`src/rtl/instruction_fetch_unit_pkg.sv`:
```
// Shared constants and helpers for the instruction fetch unit and its skid FIFO.
// Instruction space starts at 0x4000_0000; sequential fetches step one 32-bit word.
package instruction_fetch_unit_pkg;

  localparam int unsigned ADDR_W           = 32;
  localparam logic [31:0] RESET_PC_DEF     = 32'h4000_0000;
  localparam int unsigned PC_STEP_DEF      = 4;
  localparam int unsigned FETCH_FIFO_DEPTH = 2;
  localparam int unsigned PTR_W            = $clog2(FETCH_FIFO_DEPTH);
  localparam int unsigned FIFO_CNT_W       = $clog2(FETCH_FIFO_DEPTH + 1);
  localparam int unsigned OCC_W            = FIFO_CNT_W + 1;

  // Slots that will be in use after this cycle: buffered + in flight - leaving.
  function automatic logic [OCC_W-1:0] fetch_occupancy(
    input logic [FIFO_CNT_W-1:0] count,
    input logic                  in_flight,
    input logic                  pop
  );
    return {1'b0, count} + {{FIFO_CNT_W{1'b0}}, in_flight} - {{FIFO_CNT_W{1'b0}}, pop};
  endfunction

endpackage

```
`src/rtl/instruction_fetch_unit_if.sv`:
```
// Memory read port and decode handshake of the fetch stage.
// master = fetch unit side, slave = memory/decode side.
interface instruction_fetch_unit_if
  import instruction_fetch_unit_pkg::*;
#(
  parameter int unsigned N = ADDR_W
);

  logic [N-1:0] mem_addr;
  logic         mem_wr_ena;
  logic [N-1:0] mem_rdata;
  logic         inst_valid;
  logic         inst_ready;
  logic [N-1:0] inst_data;
  logic [N-1:0] inst_pc;

  modport master (
    output mem_addr,
    output mem_wr_ena,
    input  mem_rdata,
    output inst_valid,
    input  inst_ready,
    output inst_data,
    output inst_pc
  );

  modport slave (
    input  mem_addr,
    input  mem_wr_ena,
    output mem_rdata,
    input  inst_valid,
    output inst_ready,
    input  inst_data,
    input  inst_pc
  );

endinterface

```
`src/rtl/instruction_fetch_unit_skid_fifo.sv`:
```
// Two-entry {pc, data} FIFO between the memory response and decode.
// Flush empties it and wins over a same-cycle push; head is read straight from storage.
module instruction_fetch_unit_skid_fifo
  import instruction_fetch_unit_pkg::*;
#(
  parameter int unsigned N = ADDR_W
) (
  input  logic                  clk,
  input  logic                  rstb,
  input  logic                  push,
  input  logic [N-1:0]          push_pc,
  input  logic [N-1:0]          push_data,
  input  logic                  pop,
  input  logic                  flush,
  output logic [FIFO_CNT_W-1:0] count,
  output logic                  head_valid,
  output logic [N-1:0]          head_pc,
  output logic [N-1:0]          head_data
);

  logic [N-1:0]          pc_mem_r   [FETCH_FIFO_DEPTH];
  logic [N-1:0]          data_mem_r [FETCH_FIFO_DEPTH];
  logic [PTR_W-1:0]      rd_ptr_r;
  logic [PTR_W-1:0]      wr_ptr_r;
  logic [FIFO_CNT_W-1:0] count_r;
  logic                  push_ok_s;
  logic                  pop_ok_s;

  // Guard against underflow and overflow regardless of the caller's discipline.
  always_comb begin
    pop_ok_s  = pop & (count_r != {FIFO_CNT_W{1'b0}});
    push_ok_s = push & ((count_r != FIFO_CNT_W'(FETCH_FIFO_DEPTH)) | pop_ok_s);
  end

  // Storage, pointers and occupancy.
  always_ff @(posedge clk) begin
    if (!rstb) begin
      pc_mem_r   <= '{default: {N{1'b0}}};
      data_mem_r <= '{default: {N{1'b0}}};
      rd_ptr_r   <= {PTR_W{1'b0}};
      wr_ptr_r   <= {PTR_W{1'b0}};
      count_r    <= {FIFO_CNT_W{1'b0}};
    end else if (flush) begin
      rd_ptr_r   <= {PTR_W{1'b0}};
      wr_ptr_r   <= {PTR_W{1'b0}};
      count_r    <= {FIFO_CNT_W{1'b0}};
    end else begin
      if (push_ok_s) begin
        pc_mem_r[wr_ptr_r]   <= push_pc;
        data_mem_r[wr_ptr_r] <= push_data;
        wr_ptr_r             <= wr_ptr_r + PTR_W'(1);
      end
      if (pop_ok_s) begin
        rd_ptr_r <= rd_ptr_r + PTR_W'(1);
      end
      case ({push_ok_s, pop_ok_s})
        2'b10:   count_r <= count_r + FIFO_CNT_W'(1);
        2'b01:   count_r <= count_r - FIFO_CNT_W'(1);
        default: count_r <= count_r;
      endcase
    end
  end

  // Head view comes only from registers.
  always_comb begin
    count      = count_r;
    head_valid = (count_r != {FIFO_CNT_W{1'b0}});
    head_pc    = pc_mem_r[rd_ptr_r];
    head_data  = data_mem_r[rd_ptr_r];
  end

endmodule

```
`src/rtl/instruction_fetch_unit.sv`:
```
// Fetch stage: sequential word PCs into a 1-cycle-latency memory, responses buffered
// in a 2-entry skid FIFO for decode, with redirect that flushes stale fetches.
module instruction_fetch_unit
  import instruction_fetch_unit_pkg::*;
#(
  parameter int unsigned  N        = ADDR_W,
  parameter logic [N-1:0] RESET_PC = N'(RESET_PC_DEF),
  parameter int unsigned  PC_STEP  = PC_STEP_DEF
) (
  input  logic                        clk,
  input  logic                        rstb,
  input  logic                        fetch_en,
  input  logic                        redirect_valid,
  input  logic [N-1:0]                redirect_pc,
  instruction_fetch_unit_if.master    bus
);

  logic [N-1:0]          pc_r;
  logic                  req_r;
  logic [N-1:0]          req_pc_r;
  logic                  pop_s;
  logic                  issue_s;
  logic [OCC_W-1:0]      occ_s;
  logic [FIFO_CNT_W-1:0] fifo_count_s;
  logic                  fifo_valid_s;
  logic [N-1:0]          fifo_pc_s;
  logic [N-1:0]          fifo_data_s;

  // Only issue when a FIFO slot is guaranteed for the word one cycle later.
  always_comb begin
    pop_s   = fifo_valid_s & bus.inst_ready;
    occ_s   = fetch_occupancy(fifo_count_s, req_r, pop_s);
    issue_s = fetch_en & ~redirect_valid & (occ_s <= OCC_W'(1));
  end

  // PC and in-flight request tracking; redirect has priority over issue.
  always_ff @(posedge clk) begin
    if (!rstb) begin
      pc_r     <= RESET_PC;
      req_r    <= 1'b0;
      req_pc_r <= {N{1'b0}};
    end else if (redirect_valid) begin
      pc_r     <= redirect_pc & ~(N'(3));
      req_r    <= 1'b0;
    end else if (issue_s) begin
      pc_r     <= pc_r + N'(PC_STEP);
      req_r    <= 1'b1;
      req_pc_r <= pc_r;
    end else begin
      req_r    <= 1'b0;
    end
  end

  instruction_fetch_unit_skid_fifo #(
    .N (N)
  ) u_fifo (
    .clk        (clk),
    .rstb       (rstb),
    .push       (req_r),
    .push_pc    (req_pc_r),
    .push_data  (bus.mem_rdata),
    .pop        (pop_s),
    .flush      (redirect_valid),
    .count      (fifo_count_s),
    .head_valid (fifo_valid_s),
    .head_pc    (fifo_pc_s),
    .head_data  (fifo_data_s)
  );

  // Bus outputs: address is the pc register, decode side is the FIFO head.
  always_comb begin
    bus.mem_addr   = pc_r;
    bus.mem_wr_ena = 1'b0;
    bus.inst_valid = fifo_valid_s;
    bus.inst_pc    = fifo_pc_s;
    bus.inst_data  = fifo_data_s;
  end

endmodule

```
`src/flat_wrapper.sv`:
```
// flat-port wrapper written by rule: the top's interface ports become plain ports
module instruction_fetch_unit_flat import instruction_fetch_unit_pkg::*;
#(
  parameter int unsigned  N        = ADDR_W,
  parameter logic [N-1:0] RESET_PC = N'(RESET_PC_DEF),
  parameter int unsigned  PC_STEP  = PC_STEP_DEF
)
  (clk, rstb, fetch_en, redirect_valid, redirect_pc, bus_mem_addr, bus_mem_wr_ena, bus_mem_rdata, bus_inst_valid, bus_inst_ready, bus_inst_data, bus_inst_pc);
  instruction_fetch_unit_if #(.N(N)) bus_i ();
  input  logic clk;
  input  logic rstb;
  input  logic fetch_en;
  input  logic redirect_valid;
  input  logic [N-1:0] redirect_pc;
  output wire logic [$bits(bus_i.mem_addr)-1:0] bus_mem_addr;
  output wire logic [$bits(bus_i.mem_wr_ena)-1:0] bus_mem_wr_ena;
  input wire logic [$bits(bus_i.mem_rdata)-1:0] bus_mem_rdata;
  output wire logic [$bits(bus_i.inst_valid)-1:0] bus_inst_valid;
  input wire logic [$bits(bus_i.inst_ready)-1:0] bus_inst_ready;
  output wire logic [$bits(bus_i.inst_data)-1:0] bus_inst_data;
  output wire logic [$bits(bus_i.inst_pc)-1:0] bus_inst_pc;
  assign bus_mem_addr = bus_i.mem_addr;
  assign bus_mem_wr_ena = bus_i.mem_wr_ena;
  assign bus_i.mem_rdata = bus_mem_rdata;
  assign bus_inst_valid = bus_i.inst_valid;
  assign bus_i.inst_ready = bus_inst_ready;
  assign bus_inst_data = bus_i.inst_data;
  assign bus_inst_pc = bus_i.inst_pc;
  instruction_fetch_unit #(.N(N), .RESET_PC(RESET_PC), .PC_STEP(PC_STEP)) u_core (.clk(clk), .rstb(rstb), .fetch_en(fetch_en), .redirect_valid(redirect_valid), .redirect_pc(redirect_pc), .bus(bus_i));
endmodule
```
`config.mk`:
```
export PLATFORM = sky130hd
export DESIGN_NAME = instruction_fetch_unit_flat
export DESIGN_NICKNAME = d
export VERILOG_FILES = /design/src/rtl/instruction_fetch_unit_pkg.sv /design/src/rtl/instruction_fetch_unit_if.sv /design/src/rtl/instruction_fetch_unit_skid_fifo.sv /design/src/rtl/instruction_fetch_unit.sv /design/src/flat_wrapper.sv
export SDC_FILE = /design/constraint.sdc
export NUM_CORES = 1
export LEC_CHECK = 0
export CORE_MARGIN = 2
export CORE_UTILIZATION = 33
export DETAILED_ROUTE_END_ITERATION = 12
export GPL_TIMING_DRIVEN = 0
export PLACE_DENSITY = 0.59
export SLEW_MARGIN = 15
export SYNTH_ARGS = -nofsm -noshare
export SYNTH_HDL_FRONTEND = slang
export SYNTH_HIERARCHICAL = 1
export SYNTH_SLANG_ARGS = --single-unit
```
`constraint.sdc`:
```
create_clock -name clk -period 9.7 [get_ports clk]
set_input_delay 1.94 -clock clk [delete_from_list [all_inputs] [get_ports clk]]
set_output_delay 1.94 -clock clk [all_outputs]
set_load 0.005 [all_outputs]
```
; ---- Word-level counts from Yosys, hierarchy flattened
; Cells that the tools add are included.
[word_totals]
reg_bits = 197
elab_cells = 56
out_inout_bits = 98
[classes]
reduce_logical = 7
n_lt_le_gt_ge = 4
n_addsub = 7
muxes = 14
eq_ne = 3
n_bitwise = 10
[ops]
columns = operator, n
row1 = $mux 32, 9
row2 = $bwmux 64, 2
row3 = $add 32x3->32 const B, 1
row4 = $demux 32 s1, 1
row5 = $reduce_bool 2->1, 3
row6 = $and 1x1->1, 5
row7 = $ge 2x2->1 const B, 2
row8 = $not 1->2, 2
row9 = $pmux 2 s2, 1
row10 = $reduce_and 2->1, 2
row11 = $add 2x1->3, 1
row12 = $le 3x1->1 const B, 1
row13 = $sub 3x1->3, 1
row14 = $add 1x1->1 const B, 2
row15 = $add 2x1->2 const B, 1
row16 = $eq 2x1->1 const B, 1
row17 = $eq 2x2->1 const B, 1
row18 = $lt 2x1->1 const B, 1
row19 = $ne 2x2->1 const B, 1
row20 = $not 1->1, 2
row21 = $reduce_or 2->1, 1
row22 = $sub 2x1->2 const B, 1
row23 = $logic_and 1x1->1, 1
row24 = $mux 1, 1
row25 = $or 1x1->1, 1

; ---- Logic depth before layout (Yosys ltp)
; Gate-level depths: netlist of the first run.
[depth]
word_depth = 7
mapped_depth = 14

; ---- By module
; The synthesis of the first run kept the hierarchy.
[modules_own_cells]
columns = module, cells_each, area_per_inst_um2, n_inst
row1 = instruction_fetch_unit_skid_fifo, 579, 5790.6, 1
row2 = instruction_fetch_unit, 350, 2866.5, 1

; ---- Worst setup path after synthesis of the first run
; OpenSTA, ideal clock, no wires.
[synth_timing]
kind = input -> register
from = input bus_inst_ready
to = register u_core.pc_r[31] (netlist: u_core/bus.mem_addr[31])
cell_stages = 12
t_arrival_ps = 4340
setup_time_ps = 74
path_buffers = 1
setup_slack_ps = 5286
required_ps = 9626
path_cell_list = and2_1 ha_1 inv_1 ha_1 inv_1 fa_1 and2_1 clkbuf_1 nand4_1 or3_1 or3_1 a31oi_1
[synth_between]
elab_chain_len = 5
[synth_lines]
columns = item, line
row1 = "start, declared", flat_wrapper.sv:19  ; input wire logic [$bits(bus_i.inst_ready)-1:0] bus_inst_ready;
row2 = $and 1x1->1, instruction_fetch_unit.sv:31  ; pop_s = fifo_valid_s & bus.inst_ready;
row3 = $sub 3x1->3, instruction_fetch_unit_pkg.sv:19  ; return {1'b0, count} + {{FIFO_CNT_W{1'b0}}, in_flight} - {{FIFO_CNT_W{1'b0}}, pop};
row4 = $le 3x1->1, instruction_fetch_unit.sv:33  ; issue_s = fetch_en & ~redirect_valid & (occ_s <= OCC_W'(1));
row5 = $and 1x1->1, instruction_fetch_unit.sv:33
row6 = $reduce_bool 2->1 (no line), --
row7 = "end signal, assigned", instruction_fetch_unit.sv:43  ; pc_r <= redirect_pc & ~(N'(3));
row8 = "end signal, assigned", instruction_fetch_unit.sv:46  ; pc_r <= pc_r + N'(PC_STEP);
row9 = "end, declared", instruction_fetch_unit.sv:18  ; logic [N-1:0] pc_r;
; Every way passes these cells.
; A chain may end at the register's enable or synchronous reset.

; ---- Final worst setup path of the first run
[layout_timing]
from = input bus_inst_ready
to = register u_core.pc_r[28] (netlist: u_core/bus.mem_addr[28])
[layout_between]
elab_chain_len = 5
[layout_lines]
columns = item, line
row1 = $and 1x1->1, instruction_fetch_unit.sv:31
row2 = named net u_core.pop_s, instruction_fetch_unit.sv:21  ; logic pop_s;
row3 = $sub 3x1->3, instruction_fetch_unit_pkg.sv:19
row4 = $le 3x1->1, instruction_fetch_unit.sv:33
row5 = $and 1x1->1, instruction_fetch_unit.sv:33
row6 = $reduce_bool 2->1 (no line), --
; The timed path passes the listed nets, and every way through them passes these cells.

==> impl_metrics.csv, run 1 <==
group,metric,value,unit
clock_network,clock_sinks,193,
place,routabilityCongestion,0.788,
clock_network,clock_latency,430,ps
clock_network,cts_resized,0,
logic_synthesis,ys_warn_count,6,
clock_network,cts.clk_slew.worst_paths,70,ps
global_routing,grt_pass1_vias,6907,
critical_path,start_kind,"input pin",
sta,setup_viol,0,
logic_synthesis,ys.flop_type,"dfxtp_1",
cells_and_area,n_antenna_cell,0,
cells_and_area,final_common_cell,"nand2_1",
sta,slew_viol_final,0,
global_routing,grt_pass1_wl,37600,um
global_routing,grtUsageTotal,17.1,%
cells_and_area,fin_nets,1187,
clock_network,numCtsBuffers,17,
pwr,pwr-share-clk,42.5,%
run,cap_violations,0,
sta,fmax,209,MHz
cells_and_area,drive_gt1_share,10.8,%
logic_synthesis,avgSynthCellArea,9.32,um^2
floorplanning,die_h,166,um
drt,detail_route.wl_per_cell,16.0,um
logic_synthesis,synth_cell_types,44,
pwr,power_frac_seq,49.1,%
sta,setup_tns,0,ps
pwr,sw_frac_of_total,24.4,%
place,io_buffer_count,161,
clock_network,cts_max_path_buffers,2,
cells_and_area,register_area,3860,um^2
logic_synthesis,ys_seq_area_share,44.6,%
drt,vias,6818,
critical_path,r2r_slack,6070,ps
logic_synthesis,netlist_area,8660,um^2
pwr,leakage,4.36,nW
floorplanning,die_x,166,um
global_routing,grt_max_degree,18,
cells_and_area,multi_input_area,4370,um^2
floorplanning,core_area,25900,um^2
critical_path,endpoint,"u_core/bus.mem_addr[28]$_SDFFE_PN0P_",
critical_path,critPathLaunch,"bus_inst_ready",
pwr,p_int,0.00127,W
critical_path,cp_max_fo,10,
drt,vias_per_cell,4.67,
sta,worstMarginPinSlew,700,ps
sta,hold_viol_final,0,
sta,maxSlewHeadroom,53.3,%
cells_and_area,areaGrowthSynthToFinish,30.5,%
critical_path,r2r-start,"u_core/u_fifo/count[1]$_SDFFE_PP0P_",
drt,ant_nets,0,
global_routing,antenna_found_initial,0,
cells_and_area,n_fill_cell,2521,
critical_path,worstRegToRegCells,14,
place,dpl.hpwl,16700,um
floorplanning,ios,167,
clock_network,postCtsSetupBuffers,0,
critical_path,cp.arrival,5090,ps
cells_and_area,final_core_util,43.6,%
floorplanning,num_rows,59,
pwr,p_per_area,149,nW/um^2
global_routing,globalRouteOverflowTotal,0,
critical_path,rr_endpoint,"u_core/bus.mem_addr[28]$_SDFFE_PN0P_",
drt,drcViolationCount,0,
logic_synthesis,synth_edf_count,0,
pwr,p_sw,0.000412,W
critical_path,timing_worst_setup_path_type,"input pin to flip-flop",
sta,fin_crit,4790,ps
clock_network,htree_levels,4,
cells_and_area,layout_common_cells,"nand2_1, dfxtp_1, clkdlybuf4s50_1",
pwr,peakVddDrop,0.0000929,V
clock_network,cts-root-buf,"clkbuf_16",
pwr,power_frac_comb,8.3,%
critical_path,endpoint_kind,"flip-flop",
clock_network,ctsHoldBuffers,0,
worst_hold_path,hold_class,"flip-flop to flip-flop",
clock_network,cts_tree,"yes",
critical_path,required,10000,ps
drt,finalWirelength,23400,um
status,status,"finished, final reports clean",
sta,clock_skew,11.2,ps
logic_synthesis,synth_seq_cells,193,
sta,rsz0062_at_grt,"false",
floorplanning,start_util,33.4,%
floorplanning,die_area,27500,um^2
drt,drt-pass1-iter-count,4,
sta,finalCritPeriodShare,49.4,%
drt,drtIter0Drc,375,
logic_synthesis,netlist_instances,929,
logic_synthesis,synthArstFlopShare,0,%
==> logic make-up (layout without fill, tap and decap cells) <==
family          after synthesis  count (layout)  share of synthesized area, %
simple gates                337             337                          16.7
other cells                   1               5                        0.0433
fa+ha+maj                     5               5                         0.809
flops                       193             193                          44.6
mux                         193             193                          23.2
xor+xnor                     31              31                          3.22
buf+inv                      79             272                          5.06
compound gates               90              90                          6.33
==> how the worst min path moves through the flow <==
| stage | depth (start not counted) | startpoint | endpoint | slack [ps] |
|---|---|---|---|---|
| after CTS | 2 | u_core/u_fifo/data_mem_r[36]$_SDFFE_PN0P_ | u_core/u_fifo/data_mem_r[36]$_SDFFE_PN0P_ | 460 |
| after global routing | 2 | u_core/u_fifo/data_mem_r[34]$_SDFFE_PN0P_ | u_core/u_fifo/data_mem_r[34]$_SDFFE_PN0P_ | 480 |
| after global placement | 2 | u_core/u_fifo/data_mem_r[36]$_SDFFE_PN0P_ | u_core/u_fifo/data_mem_r[36]$_SDFFE_PN0P_ | 440 |
| after floorplan | 2 | u_core/u_fifo/data_mem_r[32]$_SDFFE_PN0P_ | u_core/u_fifo/data_mem_r[32]$_SDFFE_PN0P_ | 430 |
| after detailed placement | 2 | u_core/u_fifo/pc_mem_r[59]$_SDFFE_PN0P_ | u_core/u_fifo/pc_mem_r[59]$_SDFFE_PN0P_ | 440 |
| final | 2 | u_core/u_fifo/pc_mem_r[56]$_SDFFE_PN0P_ | u_core/u_fifo/pc_mem_r[56]$_SDFFE_PN0P_ | 460 |
==> power groups by stage <==
stage | clock [W] | combinational, W | sequential [W]
2_1_floorplan | 0 | 0.0000650 | 0.000842
3_3_place_gp | 0 | 0.000141 | 0.000847
3_5_place_dp | 0 | 0.000141 | 0.000847
4_1_cts | 0.000737 | 0.000142 | 0.000829
5_1_grt | 0.000764 | 0.000154 | 0.000832
6_report | 0.000718 | 0.000140 | 0.000829
==> final cells by class <==
| cell class | instances | share of cell area (%) |
|---|---|---|
| Sequential cell | 193 | 34.2 |
| Clock inverter | 13 | 1.32 |
| Timing Repair Buffer | 161 | 14.3 |
| Clock buffer | 19 | 3.92 |
| Buffer | 68 | 3.51 |
| Multi-Input combinational cell | 661 | 38.7 |
| Inverter | 11 | 0.366 |
| Tap cell | 335 | 3.71 |
==> cells in the mapped netlist, types with 2 or more instances <==
master    count  area share (%)
a21boi_0     30             2.6
a21oi_1      24             1.4
and2_1        9            0.65
and3_1        3            0.22
and4_1        3            0.30
buf_1         2           0.087
buf_2         5            0.29
buf_4         4            0.35
buf_6         7            0.91
buf_8         6             1.0
clkbuf_1     44             1.9
dfxtp_1     193              45
ha_1          4            0.58
inv_1        10            0.43
mux2_2       64             8.3
mux2i_1     129              15
nand2_1     269              12
nand3_1       6            0.35
nand4_1       7            0.51
nor2_1        6            0.26
nor3_1        8            0.46
nor4_1       13            0.94
o211a_1       2            0.23
o21a_1        2            0.17
o21ai_0      29             1.7
or3_1         4            0.29
xnor2_1      26             2.6
xor2_1        4            0.40
==> metal layers <==
| layer | vias up | GRT usage, % | part of all wire (%) |
|---|---|---|---|
| met2 | 148 | 27.8 | 46 |
| met3 | 12 | 4.15 | 4.7 |
| met4 | 0 | 3.86 | 0.91 |
| met5 | - | 0 | 0 |
| li1 | 3496 | - | - |
| met1 | 3162 | 22.9 | 49 |
==> metrics by stage <==
step | instances | instance area (um^2) | power, W | setup slack [ps] | hold slack, ps
after global placement | 1429 | 10700 | 0.000988 | 4490 | 440
after floorplan | 933 | 8670 | 0.000907 | 5290 | 432
after global routing | 1461 | 11300 | 0.00175 | 4590 | 476
final | 1461 | 11300 | 0.00169 | 4910 | 456
after detailed placement | 1429 | 10700 | 0.000988 | 4470 | 444
after CTS | 1461 | 11300 | 0.00171 | 4900 | 458
==> registers in the layout (all words and copies together), names as in the netlist <==
register / count
u_core/u_fifo/pc_mem_r: 64
u_core/u_fifo/count: 2
u_core/u_fifo/wr_ptr_r: 1
u_core/u_fifo/rd_ptr_r: 1
u_core/req_r: 1
u_core/u_fifo/data_mem_r: 64
u_core/req_pc_r: 30
u_core/bus.mem_addr: 30
==> critical path: stages <==
cell and delay, ps:
clkdlybuf4s50_1 450, and2_1 190, ha_1 250, inv_1 50
ha_1 130, inv_1 50, fa_1 470, and2_1 120
clkbuf_1 250, nand4_1 260, clkbuf_1 340, nor4_1 350
xnor2_1 170, a21oi_1 80
(Power assumes the default switching activity.)
==> inputs of run 2 (changes only) <==
==> constraint.sdc (replaced) <==
create_clock -name clk -period 4.8 [get_ports clk]
set_input_delay 0.96 -clock clk [delete_from_list [all_inputs] [get_ports clk]]
set_output_delay 0.96 -clock clk [all_outputs]
set_load 0.005 [all_outputs]
==> results of run 2 <==
Same layout as run 1 (identical final DEF). Status: finished, final reports clean.
Main changes from that run: setup slack after placement 4470 ps -> 555 ps; setup slack after layout 4910 ps -> 986 ps; register-to-register setup slack 6070 ps -> 1170 ps; total power 0.00169 W -> 0.00341 W; worst IR drop on VDD 0.0000929 V -> 0.000188 V
